==> config.mk <==
export PLATFORM = sky130hd
export DESIGN_NAME = fetch_stage
export DESIGN_NICKNAME = d
export VERILOG_FILES = /design/src/rtl/fetch_stage.sv
export SDC_FILE = /design/constraint.sdc
export NUM_CORES = 1
export LEC_CHECK = 0
export ABC_AREA = 1
export BUFFER_PORTS_ARGS = -buffer_cell sky130_fd_sc_hd__buf_2
export CAP_MARGIN = 25
export CORE_ASPECT_RATIO = 1.25
export CORE_MARGIN = 2
export CORE_UTILIZATION = 37
export CTS_CLUSTER_SIZE = 25
export DETAILED_ROUTE_END_ITERATION = 10
export GPL_TIMING_DRIVEN = 0
export PLACE_DENSITY = 0.64
export RECOVER_POWER = 50
export SLEW_MARGIN = 20
export SYNTH_ARGS = -nofsm -noshare
export SYNTH_HDL_FRONTEND = slang
export SYNTH_SLANG_ARGS = --single-unit
==> constraint.sdc <==
create_clock -name clk -period 1.7 [get_ports clk]
set_input_delay 0.51 -clock clk [delete_from_list [all_inputs] [get_ports clk]]
set_output_delay 0.51 -clock clk [all_outputs]
set_load 0.05 [all_outputs]
==> src/rtl/fetch_stage.sv <==
// Instruction-fetch stage: owns the PC, addresses the combinational ROM and fills IF/ID.
// Optional perf counters (fetch/bubble/stall) are enabled with `define FETCH_PERF_CNT_EN.
module fetch_stage #(
    parameter int N  = 64,
    parameter int I  = 32,
    parameter int AW = 6
) (
    input  logic          clk,
    input  logic          reset,
    input  logic          stall,
    input  logic          flush,
    input  logic          pcsrc,
    input  logic [N-1:0]  branch_target,
    output logic [AW-1:0] imem_addr,
    input  logic [I-1:0]  imem_q,
    output logic [N-1:0]  pc,
    output logic [N-1:0]  if_id_pc,
    output logic [I-1:0]  if_id_instr,
    output logic          if_id_valid
`ifdef FETCH_PERF_CNT_EN
    ,
    output logic [31:0]   fetch_cnt,
    output logic [31:0]   bubble_cnt,
    output logic [31:0]   stall_cnt
`endif
);

    typedef enum logic [2:0] {
        ACT_RUN,
        ACT_HOLD,
        ACT_BUBBLE_HOLD,
        ACT_BUBBLE_STEP,
        ACT_REDIRECT
    } act_t;

    act_t         act;
    logic [N-1:0] pc_plus4;

    assign imem_addr = pc[AW+1:2];
    assign pc_plus4  = pc + N'(4);

    always_comb begin
        act = ACT_RUN;
        if (pcsrc)
            act = ACT_REDIRECT;
        else if (stall && flush)
            act = ACT_BUBBLE_HOLD;
        else if (stall)
            act = ACT_HOLD;
        else if (flush)
            act = ACT_BUBBLE_STEP;
    end

    always_ff @(posedge clk) begin
        if (reset) begin
            pc          <= '0;
            if_id_pc    <= '0;
            if_id_instr <= '0;
            if_id_valid <= 1'b0;
        end else begin
            case (act)
                ACT_REDIRECT: begin
                    pc          <= {branch_target[N-1:2], 2'b00};
                    if_id_pc    <= '0;
                    if_id_instr <= '0;
                    if_id_valid <= 1'b0;
                end
                ACT_BUBBLE_HOLD: begin
                    if_id_pc    <= '0;
                    if_id_instr <= '0;
                    if_id_valid <= 1'b0;
                end
                ACT_HOLD: begin
                end
                ACT_BUBBLE_STEP: begin
                    pc          <= pc_plus4;
                    if_id_pc    <= '0;
                    if_id_instr <= '0;
                    if_id_valid <= 1'b0;
                end
                default: begin
                    pc          <= pc_plus4;
                    if_id_pc    <= pc;
                    if_id_instr <= imem_q;
                    if_id_valid <= 1'b1;
                end
            endcase
        end
    end

`ifdef FETCH_PERF_CNT_EN
    always_ff @(posedge clk) begin
        if (reset) begin
            fetch_cnt  <= '0;
            bubble_cnt <= '0;
            stall_cnt  <= '0;
        end else begin
            case (act)
                ACT_RUN:  fetch_cnt  <= fetch_cnt + 32'd1;
                ACT_HOLD: stall_cnt  <= stall_cnt + 32'd1;
                default:  bubble_cnt <= bubble_cnt + 32'd1;
            endcase
        end
    end
`endif

endmodule

==> results of run 1 <==
## per-layer routing
metal  GRT usage  up-vias  part of all wire
met1       0.337     4590              0.41
met5           0        -                 0
li1            -     4673                 -
met3      0.0444       74             0.052
met4       0.111        0             0.037
met2       0.496      367              0.50
## logic make-up (layout without fill, tap and decap cells)
logic type | Yosys count | count (layout) | share of synthesized area
AOI/OAI and AO/OA | 239 | 239 | 0.168
xor gates and xnor gates | 13 | 13 | 0.0139
adders and majority gates | 1 | 1 | 0.00153
buffers and inverters | 142 | 453 | 0.0734
DFF | 157 | 157 | 0.385
other | 1 | 4 | 0.000459
and+or+nand+nor | 637 | 637 | 0.358
## cells in the final DEF (no fill, tap or decap), drive strengths merged, types with 2 or more instances in the layout
| cell type | n |
|---|---|
| xnor2 | 9 |
| clkinvlp | 3 |
| a21oi | 147 |
| a22oi | 44 |
| and2 | 4 |
| nand2 | 234 |
| nand3 | 249 |
| nor3 | 2 |
| buf | 307 |
| inv | 59 |
| nand4 | 14 |
| dfxtp | 157 |
| nor2 | 134 |
| clkbuf | 79 |
| conb | 4 |
| o21bai | 16 |
| a31oi | 13 |
| xor2 | 4 |
| clkinv | 4 |
| o21ai | 15 |
## area by class of cell
class,instances,area (um^2),share of cell area
clock buffers,19,443,0.0396
repair buffers,280,1540,0.137
flip-flops and latches,157,3280,0.293
multi-input cells,894,4850,0.433
inverters,54,213,0.0190
clock inverters,13,128,0.0114
plain buffers,87,399,0.0357
well taps,279,349,0.0312
## through the flow
| stage | cell area [um^2] | util | TNS, ns | setup slack [ns] | instances |
|---|---|---|---|---|---|
| global route | 11200 | 0.518 | -2.40 | -0.136 | 1783 |
| finish | 11200 | 0.518 | -0.430 | -0.0677 | 1783 |
| detailed placement | 9890 | 0.457 | -125.80 | -0.972 | 1731 |
| CTS | 10800 | 0.498 | -0.0350 | -0.0232 | 1772 |
| floorplan | 8240 | - | 0 | 0.00482 | 1193 |
| global placement | 9890 | 0.457 | -125.00 | -0.985 | 1731 |
## registers in the layout, indices dropped and copies added (netlist names)
signal / flops
if_id_pc: 62
if_id_valid: 1
if_id_instr: 32
pc: 62
## critical path: stages (launching register included)
cell and delay [ns]:
sky130_fd_sc_hd__dfxtp_4 0.39, sky130_fd_sc_hd__ha_4 0.16, sky130_fd_sc_hd__nand2_4 0.05, sky130_fd_sc_hd__nor2_4 0.17, sky130_fd_sc_hd__nand2_4 0.10, sky130_fd_sc_hd__buf_12 0.13, sky130_fd_sc_hd__nor2_4 0.17, sky130_fd_sc_hd__buf_4 0.14
sky130_fd_sc_hd__buf_4 0.10, sky130_fd_sc_hd__nand2_1 0.04, sky130_fd_sc_hd__nand3_1 0.08, sky130_fd_sc_hd__a21oi_1 0.08
## worst paths after layout
path / start / endpoint / cells after the start
worst max-delay path: pc[3] / pc[14] / 11
worst min-delay path: branch_target[10] / pc[10] / 3
worst max register to register: pc[3] / pc[14] / 11
worst min register to register: if_id_pc[9] / if_id_pc[9] / 2
## power by group through the flow
stage | Clock [mW] | Sequential, mW | Combinational [mW]
2_1_floorplan | 0 | 4.41 | 0.550
3_3_place_gp | 0 | 4.09 | 1.37
3_5_place_dp | 0 | 4.09 | 1.38
4_1_cts | 3.84 | 4.01 | 1.41
5_1_grt | 4.02 | 4.02 | 1.54
6_report | 3.83 | 4.01 | 1.45
## repair_timing
item,in CTS,in global routing
pin swaps,19,27
resized for setup,81,111
setup buffers,10,11
endpoints found under the setup margin,176,124
==> impl_metrics.yaml, run 1 <==
status:
  status: "finished, violations left"
  failing_checks: "negative setup slack"
placement:
  gpl.final_weighted_congestion: 0.993
  post-dp-hpwl_um: 25600
  io_buffers: 259
drt:
  post_drt_wl_per_cell_um: 19.0
  post-route-drc-count: 0
  vias_per_cell: 5.44
  drt_first_iter_violations: 662
  antenna_violating_nets_post_route: 0
  number_of_vias_in_the_routed_layout: 9704
  detail_route.first_pass.iterations: 5
  totalWireLength_um: 33900
worst_hold_path:
  holdCritPathClass: "input port to register"
sta:
  final.min_clock_period_ns: 1.77
  finalSetupViolations: 9
  max_slew_headroom: 0.463
  finalClockSkew_ns: 0.0102
  timing.final.max_slew_violations: 0
  grt_setup_unrepaired: "true"
  final.hold.worst_slack_ns: 0.312
  fmaxAchievable_ghz: 0.566
  layout_worst_path_cycle_share: 1.04
  tightest_slew_ns: 0.805
  timing_hold_violations_final: 0
  finalWorstSetupSlack_ns: -0.0677
yosys:
  synthesis.yosys.warnings: 0
  post_synth_inst_count: 1190
  netlist_top_cells_count: "sky130_fd_sc_hd__nand3_1 (248), sky130_fd_sc_hd__nand2_1 (213), sky130_fd_sc_hd__dfxtp_1 (157), sky130_fd_sc_hd__a21oi_1 (147), sky130_fd_sc_hd__nor2_1 (109)"
  synth_top_cells_by_area: "sky130_fd_sc_hd__dfxtp_1 (38%), sky130_fd_sc_hd__nand3_1 (15%), sky130_fd_sc_hd__nand2_1 (9.8%)"
  ys_types: 33
  async_reset_ff_frac: 0
  post-synth-top-area-fraction: 0.385
  synth.cell_area_um2: 8170
  post_synthesis_sequential_area_ratio: 0.385
  syn_area_per_cell_um2: 6.86
  yosysMostFrequentCell: "sky130_fd_sc_hd__nand3_1"
  count_of_flip_flops_with_a_built_in_enable_after_synthesis: 0
  yosys.area.top_type: "sky130_fd_sc_hd__dfxtp_1"
  synthFlopType: "sky130_fd_sc_hd__dfxtp_1"
  synth-seq-cells: 157
job:
  maxCapViolations: 0
worst_setup_path:
  cp_data_required_time_ns: 2.00
  timing.setup.critical_path_class: "register to register"
  worst-endpoint-arrival_ns: 2.07
  worst-r2r-setup-slack_ns: -0.07
  timing.critical_path.to_type: "register"
  crit_path_start_kind: "register"
  crit_path_max_fanout: 6
power:
  vdd_ir_drop_max_mv: 0.741
  power.sequential.fraction: 0.432
  p_total_mw: 9.28
  internal_power_of_the_cells_mw: 6.29
  power.share.switching: 0.323
  switching_power_mw: 3.00
  power.density_nw_per_um2: 830
  power.static_leakage_nw: 4.48
  combinationalPowerShare: 0.156
  clock_power_share: 0.412
clocking:
  clockBufferDepth: 2
  clock_insertion_delay_worst_skew_ns: 0.45
  h-tree-depth: 4
  ctsHoldBuffers: 0
  clk_pin_slew_ns: 0.06
  cts.sink_count: 157
  clockRootBuffer: "sky130_fd_sc_hd__clkbuf_16"
  cts_tree: "yes"
  cts_made_buffers: 17
global_routing:
  grt_max_degree: 19
  grt_first_pass_wirelength_um: 49700
  initial_antenna_violation_count: 0
  gr-usage-all-layers: 0.281
  first_global_vias: 8841
  grt_remaining_overflow: 0
finish:
  antenna_cells: 0
  fraction_of_final_layout_cells_with_drive_strength_greater_than_1: 0.364
  fillCellCount: 2172
  layout-area-overhead-vs-synth_pct: 37.0
  num-nets-final: 1593
floorplan:
  floorplan.rows: 60
  die-width_um: 137
  die_area_um2: 23300
  dieHeight_um: 170
  io_pins: 268
  floorplan.core_area_um2: 21600
  starting_utilization_of_the_core_area: 0.378
Power figures use the tool's default switching activity.
==> run 2, diff against run 1 <==
--- a/config.mk
+++ b/config.mk
@@ -8,13 +8,15 @@
 export ABC_AREA = 1
 export BUFFER_PORTS_ARGS = -buffer_cell sky130_fd_sc_hd__buf_2
 export CAP_MARGIN = 25
+export CELL_PAD_IN_SITES_DETAIL_PLACEMENT = 0
+export CELL_PAD_IN_SITES_GLOBAL_PLACEMENT = 1
 export CORE_ASPECT_RATIO = 1.25
 export CORE_MARGIN = 2
-export CORE_UTILIZATION = 37
+export CORE_UTILIZATION = 35
 export CTS_CLUSTER_SIZE = 25
 export DETAILED_ROUTE_END_ITERATION = 10
 export GPL_TIMING_DRIVEN = 0
-export PLACE_DENSITY = 0.64
+export PLACE_DENSITY = 0.85
 export RECOVER_POWER = 50
 export SLEW_MARGIN = 20
 export SYNTH_ARGS = -nofsm -noshare
==> impl_metrics.yaml, run 2 (synthesis results as in run 1) <==
sta:
  final.min_clock_period_ns: 1.75
  grt_setup_unrepaired: "true"
  timing_hold_violations_final: 0
  tightest_slew_ns: 0.822
  finalSetupViolations: 6
  timing.final.max_slew_violations: 0
  finalWorstSetupSlack_ns: -0.0531
  finalClockSkew_ns: 0.00919
  layout_worst_path_cycle_share: 1.03
  fmaxAchievable_ghz: 0.570
  max_slew_headroom: 0.452
  final.hold.worst_slack_ns: 0.307
worst_setup_path:
  crit_path_max_fanout: 5
  timing.setup.critical_path_class: "register to register"
  worst-endpoint-arrival_ns: 2.12
  cp_data_required_time_ns: 2.06
  timing.critical_path.to_type: "register"
  crit_path_start_kind: "register"
drt:
  number_of_vias_in_the_routed_layout: 9579
  antenna_violating_nets_post_route: 0
  totalWireLength_um: 32300
  post-route-drc-count: 0
  detail_route.first_pass.iterations: 6
  post_drt_wl_per_cell_um: 18.0
  drt_first_iter_violations: 898
  vias_per_cell: 5.35
clocking:
  clockRootBuffer: "sky130_fd_sc_hd__clkbuf_16"
  cts_made_buffers: 17
  clk_pin_slew_ns: 0.07
  cts.sink_count: 157
  h-tree-depth: 4
  ctsHoldBuffers: 0
  clockBufferDepth: 2
  cts_tree: "yes"
  clock_insertion_delay_worst_skew_ns: 0.44
finish:
  reg.largest.list: "if_id_pc x62, pc x62, if_id_instr x32"
  final_design_area_no_fill_um2: 11200
  layout_common_cells: "sky130_fd_sc_hd__buf_2 (253), sky130_fd_sc_hd__nand3_1 (241), sky130_fd_sc_hd__nand2_1 (192), sky130_fd_sc_hd__a21oi_1 (141), sky130_fd_sc_hd__dfxtp_1 (100)"
  fraction_of_final_layout_cells_with_drive_strength_greater_than_1: 0.355
  layout-area-overhead-vs-synth_pct: 36.6
  finish.cell_count_without_fillers: 1792
  num-nets-final: 1589
  utilization: 0.486
  layout_commonest_cell: "sky130_fd_sc_hd__buf_2"
floorplan:
  die-width_um: 141
  floorplan.rows: 62
  io_pins: 268
  die_area_um2: 24600
  floorplan.core_area_um2: 23000
  dieHeight_um: 175
  starting_utilization_of_the_core_area: 0.356
placement:
  dpl.cell_count: 1740
  gpl.final_weighted_congestion: 0.948
  placement_cell_area_um2: 9900
  post-dp-hpwl_um: 24500
  io_buffers: 259
global_routing:
  gr-usage-all-layers: 0.255
  grt_first_pass_wirelength_um: 49200
  grt_remaining_overflow: 0
  first_global_vias: 8990
  grt_max_degree: 19
  initial_antenna_violation_count: 4
power:
  p_total_mw: 9.30
  vdd_ir_drop_max_mv: 0.723
  power.static_leakage_nw: 4.39
  power.density_nw_per_um2: 834
status:
  failing_checks: "negative setup slack"
  status: "finished, violations left"
worst_hold_path:
  holdCritPathClass: "input port to register"
job:
  maxCapViolations: 0
==> run 2: changes by cell type in the layout (fill, tap and decap cells not counted), sizes merged <==
| cell | before | now |
|---|---|---|
| buf | 307 | 304 |
| clkbuf | 79 | 84 |
| clkinv | 4 | 2 |
| diode | 0 | 4 |
| inv | 59 | 55 |
==> run 2: per-stage QoR <==
| step | TNS, ns | setup WS (ns) |
|---|---|---|
| floorplan | 0 | 0.00482 |
| global placement | -130.79 | -0.983 |
| detailed placement | -134.91 | -1.03 |
| CTS | -0.126 | -0.0601 |
| global route | -1.35 | -0.115 |
| finish | -0.149 | -0.0531 |
==> run 2: cell type report <==
| cell class | instances | area (um^2) |
|---|---|---|
| Fill cell | 2383 | 11800 |
| Multi-Input combinational cell | 894 | 4840 |
| Sequential cell | 157 | 3250 |
| Timing Repair Buffer | 276 | 1500 |
| Clock buffer | 25 | 507 |
| Buffer | 87 | 400 |
| Tap cell | 288 | 360 |
| Inverter | 54 | 213 |
| Clock inverter | 7 | 78.8 |
| Antenna cell | 4 | 10.0 |
==> run 2: layer usage <==
| metal | track usage | up-vias | wire length [um] |
|---|---|---|---|
| met3 | 0.0351 | 57 | 1710 |
| met5 | 0 | - | 0 |
| li1 | - | 4672 | - |
| met4 | 0.103 | 0 | 1010 |
| met2 | 0.451 | 351 | 16300 |
| met1 | 0.310 | 4499 | 13300 |
==> run 2: worst max-delay path, cell delays in order, from the launching register on <==
cell and delay (ns):
sky130_fd_sc_hd__dfxtp_4 0.39, sky130_fd_sc_hd__ha_4 0.15, sky130_fd_sc_hd__nand2_4 0.05, sky130_fd_sc_hd__nor2_4 0.16, sky130_fd_sc_hd__nand2_4 0.11, sky130_fd_sc_hd__nor2_4 0.25
sky130_fd_sc_hd__nand2_2 0.14, sky130_fd_sc_hd__xnor2_1 0.16, sky130_fd_sc_hd__nand2_1 0.11, sky130_fd_sc_hd__a21oi_2 0.15
==> run 2: power breakdown <==
group	internal, mW	switching (mW)
Combinational	0.420	1.02
Sequential	3.80	0.201
Clock	2.23	1.63
Total	6.45	2.85
==> run 2: path summary, 6_finish.rpt <==
path                                        start               to  slack [ns]  depth (start not counted)
worst max-delay path                        pc[2]           pc[34]       -0.05                          9
worst min-delay path            branch_target[10]           pc[10]        0.31                          3
worst min register to register    if_id_instr[28]  if_id_instr[28]        0.48                          2
worst max register to register              pc[2]           pc[34]       -0.05                          9
==> run 2: timing repair <==
action / CTS / global route
setup endpoints to repair: 174 / 72
setup buffers: 10 / 7
gates resized for setup: 78 / 103
pin swaps: 15 / 20
